--- config.mk ---
export PLATFORM = sky130hd
export DESIGN_NAME = vram_scanout_reader
export DESIGN_NICKNAME = d
export VERILOG_FILES = /design/src/rtl/vram_scanout_reader.sv
export SDC_FILE = /design/constraint.sdc
export NUM_CORES = 1
export LEC_CHECK = 0
export BUFFER_PORTS_ARGS = -buffer_cell sky130_fd_sc_hd__buf_2
export CAP_MARGIN = 10
export CORE_MARGIN = 1.5
export CORE_UTILIZATION = 52
export CTS_CLUSTER_SIZE = 12
export DETAILED_ROUTE_END_ITERATION = 8
export GPL_TIMING_DRIVEN = 0
export MAX_ROUTING_LAYER = met4
export PLACE_DENSITY = 0.79
export SYNTH_ARGS = -nofsm -noshare
export SYNTH_HDL_FRONTEND = slang
export SYNTH_SLANG_ARGS = --single-unit
--- constraint.sdc ---
create_clock -name clk -period 2.2 [get_ports clk]
set_input_delay 0 -clock clk [delete_from_list [all_inputs] [get_ports clk]]
set_output_delay 0 -clock clk [all_outputs]
set_load 0.1 [all_outputs]
--- src/rtl/vram_scanout_reader.sv ---
// Sweeps gpu_address over one IMG_W x IMG_H frame per start and streams returned pixels with sof/eol/eof markers;
// first pixel RD_LAT+1 cycles after start, then 1/cycle, stalls hold on !pix_ready. Define FRAME_CHECKSUM_EN for a 16-bit frame checksum.
module vram_scanout_reader #(
    parameter int                IMG_W     = 300,
    parameter int                IMG_H     = 300,
    parameter int                ADDR_W    = 32,
    parameter int                DATA_W    = 8,
    parameter logic [ADDR_W-1:0] BASE_ADDR = '0,
    parameter int                RD_LAT    = 1
) (
    input  logic              clk,
    input  logic              reset,
    input  logic              start,
    output logic [ADDR_W-1:0] gpu_address,
    input  logic [DATA_W-1:0] vram_out,
    output logic [DATA_W-1:0] pix_data,
    output logic              pix_valid,
    input  logic              pix_ready,
    output logic              pix_sof,
    output logic              pix_eol,
    output logic              pix_eof,
    output logic              busy,
    output logic              done
`ifdef FRAME_CHECKSUM_EN
    ,
    output logic [15:0]       checksum
`endif
);

    localparam int NPIX  = IMG_W * IMG_H;
    localparam int DEPTH = RD_LAT + 2;
    localparam int IDX_W = $clog2(NPIX + 1);
    localparam int COL_W = (IMG_W > 1) ? $clog2(IMG_W) : 1;
    localparam int ROW_W = (IMG_H > 1) ? $clog2(IMG_H) : 1;
    localparam int PTR_W = $clog2(DEPTH);
    localparam int CNT_W = $clog2(DEPTH + 1);

    typedef enum logic [1:0] {S_IDLE, S_RUN, S_DRAIN, S_DONE} state_t;

    state_t              state_q;
    logic [ADDR_W-1:0]   gpu_address_q;
    logic [IDX_W-1:0]    issue_idx_q;
    logic                busy_q;
    logic                done_q;

    logic [RD_LAT-1:0]   tag_q;
    logic [RD_LAT-1:0]   tag_d;
    logic [DATA_W-1:0]   mem_q [DEPTH];
    logic [PTR_W-1:0]    wr_ptr_q;
    logic [PTR_W-1:0]    rd_ptr_q;
    logic [CNT_W-1:0]    cnt_q;
    logic [CNT_W-1:0]    cnt_d;
    logic [COL_W-1:0]    col_q;
    logic [ROW_W-1:0]    row_q;

    logic [CNT_W-1:0]    inflight;
    logic                credit_ok;
    logic                start_acc;
    logic                issue;
    logic                last_issue;
    logic                fifo_wr;
    logic                hs;
    logic                last_col;
    logic                last_px;

    function automatic logic [PTR_W-1:0] ptr_inc(input logic [PTR_W-1:0] p);
        return (p == PTR_W'(DEPTH - 1)) ? '0 : p + PTR_W'(1);
    endfunction

    // Reads outstanding in the VRAM pipe plus pixels parked in the FIFO never exceed DEPTH,
    // so every returning read has a free slot.
    always_comb begin
        inflight = '0;
        for (int i = 0; i < RD_LAT; i++) begin
            inflight = inflight + CNT_W'(tag_q[i]);
        end
    end

    assign credit_ok  = ({1'b0, inflight} + {1'b0, cnt_q}) < (CNT_W + 1)'(DEPTH);
    assign start_acc  = (state_q == S_IDLE) && start;
    assign issue      = start_acc || ((state_q == S_RUN) && credit_ok);
    assign last_issue = (issue_idx_q == IDX_W'(NPIX - 1));
    assign fifo_wr    = tag_q[RD_LAT-1];
    assign hs         = pix_valid && pix_ready;
    assign last_col   = (col_q == COL_W'(IMG_W - 1));
    assign last_px    = last_col && (row_q == ROW_W'(IMG_H - 1));

    always_comb begin
        tag_d    = '0;
        tag_d[0] = issue;
        for (int i = 1; i < RD_LAT; i++) begin
            tag_d[i] = tag_q[i-1];
        end
    end

    always_comb begin
        cnt_d = cnt_q;
        if (fifo_wr && !hs) begin
            cnt_d = cnt_q + CNT_W'(1);
        end else if (!fifo_wr && hs) begin
            cnt_d = cnt_q - CNT_W'(1);
        end
    end

    always_ff @(posedge clk or negedge reset) begin
        if (!reset) begin
            state_q       <= S_IDLE;
            gpu_address_q <= BASE_ADDR;
            issue_idx_q   <= '0;
            busy_q        <= 1'b0;
            done_q        <= 1'b0;
        end else begin
            done_q <= 1'b0;
            if (issue) begin
                gpu_address_q <= BASE_ADDR + ADDR_W'(issue_idx_q);
                issue_idx_q   <= issue_idx_q + IDX_W'(1);
            end
            case (state_q)
                S_IDLE: begin
                    if (start) begin
                        state_q <= (NPIX == 1) ? S_DRAIN : S_RUN;
                        busy_q  <= 1'b1;
                    end
                end
                S_RUN: begin
                    if (issue && last_issue) begin
                        state_q <= S_DRAIN;
                    end
                end
                S_DRAIN: begin
                    if (hs && last_px) begin
                        state_q <= S_DONE;
                        busy_q  <= 1'b0;
                        done_q  <= 1'b1;
                    end
                end
                default: begin
                    state_q     <= S_IDLE;
                    issue_idx_q <= '0;
                end
            endcase
        end
    end

    always_ff @(posedge clk or negedge reset) begin
        if (!reset) begin
            tag_q    <= '0;
            wr_ptr_q <= '0;
            rd_ptr_q <= '0;
            cnt_q    <= '0;
            col_q    <= '0;
            row_q    <= '0;
            for (int i = 0; i < DEPTH; i++) begin
                mem_q[i] <= '0;
            end
        end else begin
            tag_q <= tag_d;
            cnt_q <= cnt_d;
            if (fifo_wr) begin
                mem_q[wr_ptr_q] <= vram_out;
                wr_ptr_q        <= ptr_inc(wr_ptr_q);
            end
            if (hs) begin
                rd_ptr_q <= ptr_inc(rd_ptr_q);
                if (last_col) begin
                    col_q <= '0;
                    row_q <= (row_q == ROW_W'(IMG_H - 1)) ? '0 : row_q + ROW_W'(1);
                end else begin
                    col_q <= col_q + COL_W'(1);
                end
            end
        end
    end

`ifdef FRAME_CHECKSUM_EN
    logic [15:0] checksum_q;

    always_ff @(posedge clk or negedge reset) begin
        if (!reset) begin
            checksum_q <= '0;
        end else if (start_acc) begin
            checksum_q <= '0;
        end else if (hs) begin
            checksum_q <= checksum_q + 16'(pix_data);
        end
    end

    assign checksum = checksum_q;
`endif

    // Data and markers are gated by valid so nothing stale leaks out after reset.
    assign pix_valid   = (cnt_q != '0);
    assign pix_data    = pix_valid ? mem_q[rd_ptr_q] : '0;
    assign pix_sof     = pix_valid && (col_q == '0) && (row_q == '0);
    assign pix_eol     = pix_valid && last_col;
    assign pix_eof     = pix_valid && last_px;
    assign gpu_address = gpu_address_q;
    assign busy        = busy_q;
    assign done        = done_q;

endmodule

==> run_results.csv <==
group,metric,value,unit
power_and_ir_drop,power,7.97,mW
timing,whs,53.0,ps
finish,area_delta_synth_final,22.1,%
grt,gr-total-overflow,0,
floorplanning,ioPinCount,58,
floorplanning,start_util,0.542,
timing,fin_ws,41.3,ps
clocking,cts.sinks,87,
synthesis,synth_edf_count,0,
route,drtPass1Iterations,5,
clocking,cts_made_buffers,9,
power_and_ir_drop,ir_worst_vdd,1.10,mV
timing,max_freq,0.463,GHz
status,status,"completed",
clocking,path_clk_slew,90,ps
finish,mostFrequentLayoutCells,"85 x dfrtp_1, 42 x mux2_2, 39 x buf_2, 32 x nor2_1",
placement,globalplace.congestion,0.867,
route,ant_nets,0,
synthesis,syn_area_per_cell,11.1,µm²
critical_path,cp.arrival,2390,ps
grt,grt_pass1_vias,3017,
route,wl_per_cell,15.5,µm
clocking,htree_levels,3,
power_and_ir_drop,p_leak,2.41,nW
floorplanning,dieWidth,93.2,µm
critical_path,cp_max_fo,10,
route,drc_errors,0,
grt,grt_usage,0.212,
timing,finalCriticalPeriod,2160,ps
clocking,clockBufferDepth,2,
synthesis,ys_types,42,
route,num_vias,3084,
worst_hold_path,min_path_type,"in -> reg",
placement,dpl_cell_area,4680,µm²
placement,hpwl,5.71,mm
grt,antenna_found_initial,0,
synthesis,synthCells,381,
synthesis,ys_ff_latch,87,
timing,final-max-slew-violation-count,0,
clocking,tritoncts,"built",
finish,diodes,0,
clocking,clk_latency,370,ps
placement,portBuffers,42,
finish,final_common_cell,"dfrtp_1",
timing,relSlewSlack,0.494,
power_and_ir_drop,p_per_area,1540,nW/µm²
grt,grt_pass1_wl,14.0,mm
finish,stdcell_area,5160,µm²
route,drt_iter0_markers,117,
synthesis,synthFlopType,"dfrtp_1",
floorplanning,fp.dieH,93.2,µm
placement,dp_slack,-182,ps
finish,final_layout_size_suffix_gt1_frac,0.329,
timing,finalHoldViolCount,0,
synthesis,syn_area,4230,µm²
timing,finClkSkew,15.3,ps
timing,period_share,0.981,
critical_path,cp-end-kind,"flip-flop",
synthesis,yosysWarnings,0,
timing,setup_viol,0,
clocking,cts_root_buf,"clkbuf_8",
timing,tightest_slew,754,ps
floorplanning,die-area,8690,µm²
synthesis,synthArstFlopShare,1.00,
synthesis,yosysSeqAreaShare,0.515,
route,vias_per_cell,5.44,
finish,finalNetCount,485,
grt,grt_max_degree,46,
critical_path,cp.required,2430,ps
run,max-cap-violations,0,
route,routed_wl,8.79,mm
critical_path,crit_type,"reg -> reg",
floorplanning,core_region_area,7810,µm²
critical_path,cp-start-kind,"flip-flop",
floorplanning,num_rows,32,
-- cells in the mapped netlist, types with 2 or more instances --
cell      number  area [µm²]
a21o_1         2        15.0
a21oi_1       11        55.1
a31oi_1        3        18.8
and3_1         4        25.0
and4_1         2        17.5
buf_4         15         113
clkbuf_1      10        37.5
clkinv_1       2        7.51
dfrtp_1       87        2180
ha_1          13         163
inv_1         12        45.0
mux2_2        42         473
mux2i_1       11         110
nand2_1       22        82.6
nand3_1       12        60.1
nand4_1       11        68.8
nor2_1        42         158
nor3_1         5        25.0
nor4_1         8        50.1
nor4b_1        3        26.3
o21a_1         2        15.0
o21ai_0       16        80.1
or3_1          4        25.0
xnor2_1       18         158
xor2_1         7        61.3
-- final cells by class --
cell class	instances	area (µm²)
buffer	26	168
clock buffer	9	124
clock inverter	7	124
fill	610	2640
inverter	14	53.8
multi-input combinational	268	2040
sequential	87	2180
tap	102	128
timing repair buffer	54	350
-- sequential cells by signal, summed over array words and instances (netlist names) --
signal / cells
col_q: 9
fifo_wr: 1
wr_ptr_q: 2
busy: 1
done: 1
rd_ptr_q: 2
row_q: 9
issue_idx_q: 17
mem_q: 24
state_q: 2
cnt_q: 2
gpu_address: 17
-- worst paths after layout --
path	depth (start not counted)	startpoint	slack, ps	to
setup / recovery	8	cnt_q[0]	40	issue_idx_q[5]
hold / removal	3	start	50	fifo_wr
setup reg to reg	8	cnt_q[0]	40	issue_idx_q[5]
hold reg to reg	1	row_q[6]	490	row_q[6]
max in group asynchronous	3	reset	1400	issue_idx_q[4]
min in group asynchronous	2	reset	160	done
-- through the flow --
| step | utilization | instances | TNS (ps) |
|---|---|---|---|
| 2_1_floorplan | - | 395 | -1170 |
| 3_3_place_gp | 0.596 | 539 | -2560 |
| 3_5_place_dp | 0.599 | 540 | -3810 |
| 4_1_cts | 0.648 | 565 | 0 |
| 5_1_grt | 0.661 | 567 | -74.9 |
| 6_report | 0.661 | 567 | 0 |
-- power by group --
part	internal, mW	switching (mW)	total [mW]	leakage [nW]
clock network	0.766	0.618	1.38	0.121
registers	2.08	0.347	2.43	1.09
logic	1.24	2.92	4.16	1.19
total	4.09	3.88	7.97	2.41
-- cell families after synthesis --
logic type | after synthesis | share of synthesized area
simple gates | 121 | 0.145
buf+inv | 40 | 0.0488
other cells | 1 | 0.000886
compound gates | 40 | 0.0592
flops | 87 | 0.515
mux | 54 | 0.141
fa+ha+maj | 13 | 0.0385
xor+xnor | 25 | 0.0518
-- routing by layer --
layer	wire, µm	track usage	part of all wire
met3	322	0.0325	0.037
met5	0	-	0
met4	172	0.0922	0.020
met1	3840	0.263	0.44
met2	4460	0.345	0.51
-- repair_timing --
action | 4_1_cts | 5_1_grt
endpoints found under the hold margin | 66 | 0
endpoints found under the setup margin | 39 | 37
pin swaps | 0 | 1
resized for setup | 13 | 23
hold buffers | 9 | 0
setup buffers | 0 | 2
-- critical path, cell delays in order, from the launching register on --
cell,delay (ps)
dfrtp_2,460
ha_1,210
ha_1,270
nand2_1,90
a32oi_4,340
buf_4,280
nor3_1,110
xnor2_1,190
nor2_1,60
No activity file was read; power rests on OpenSTA's default activity.
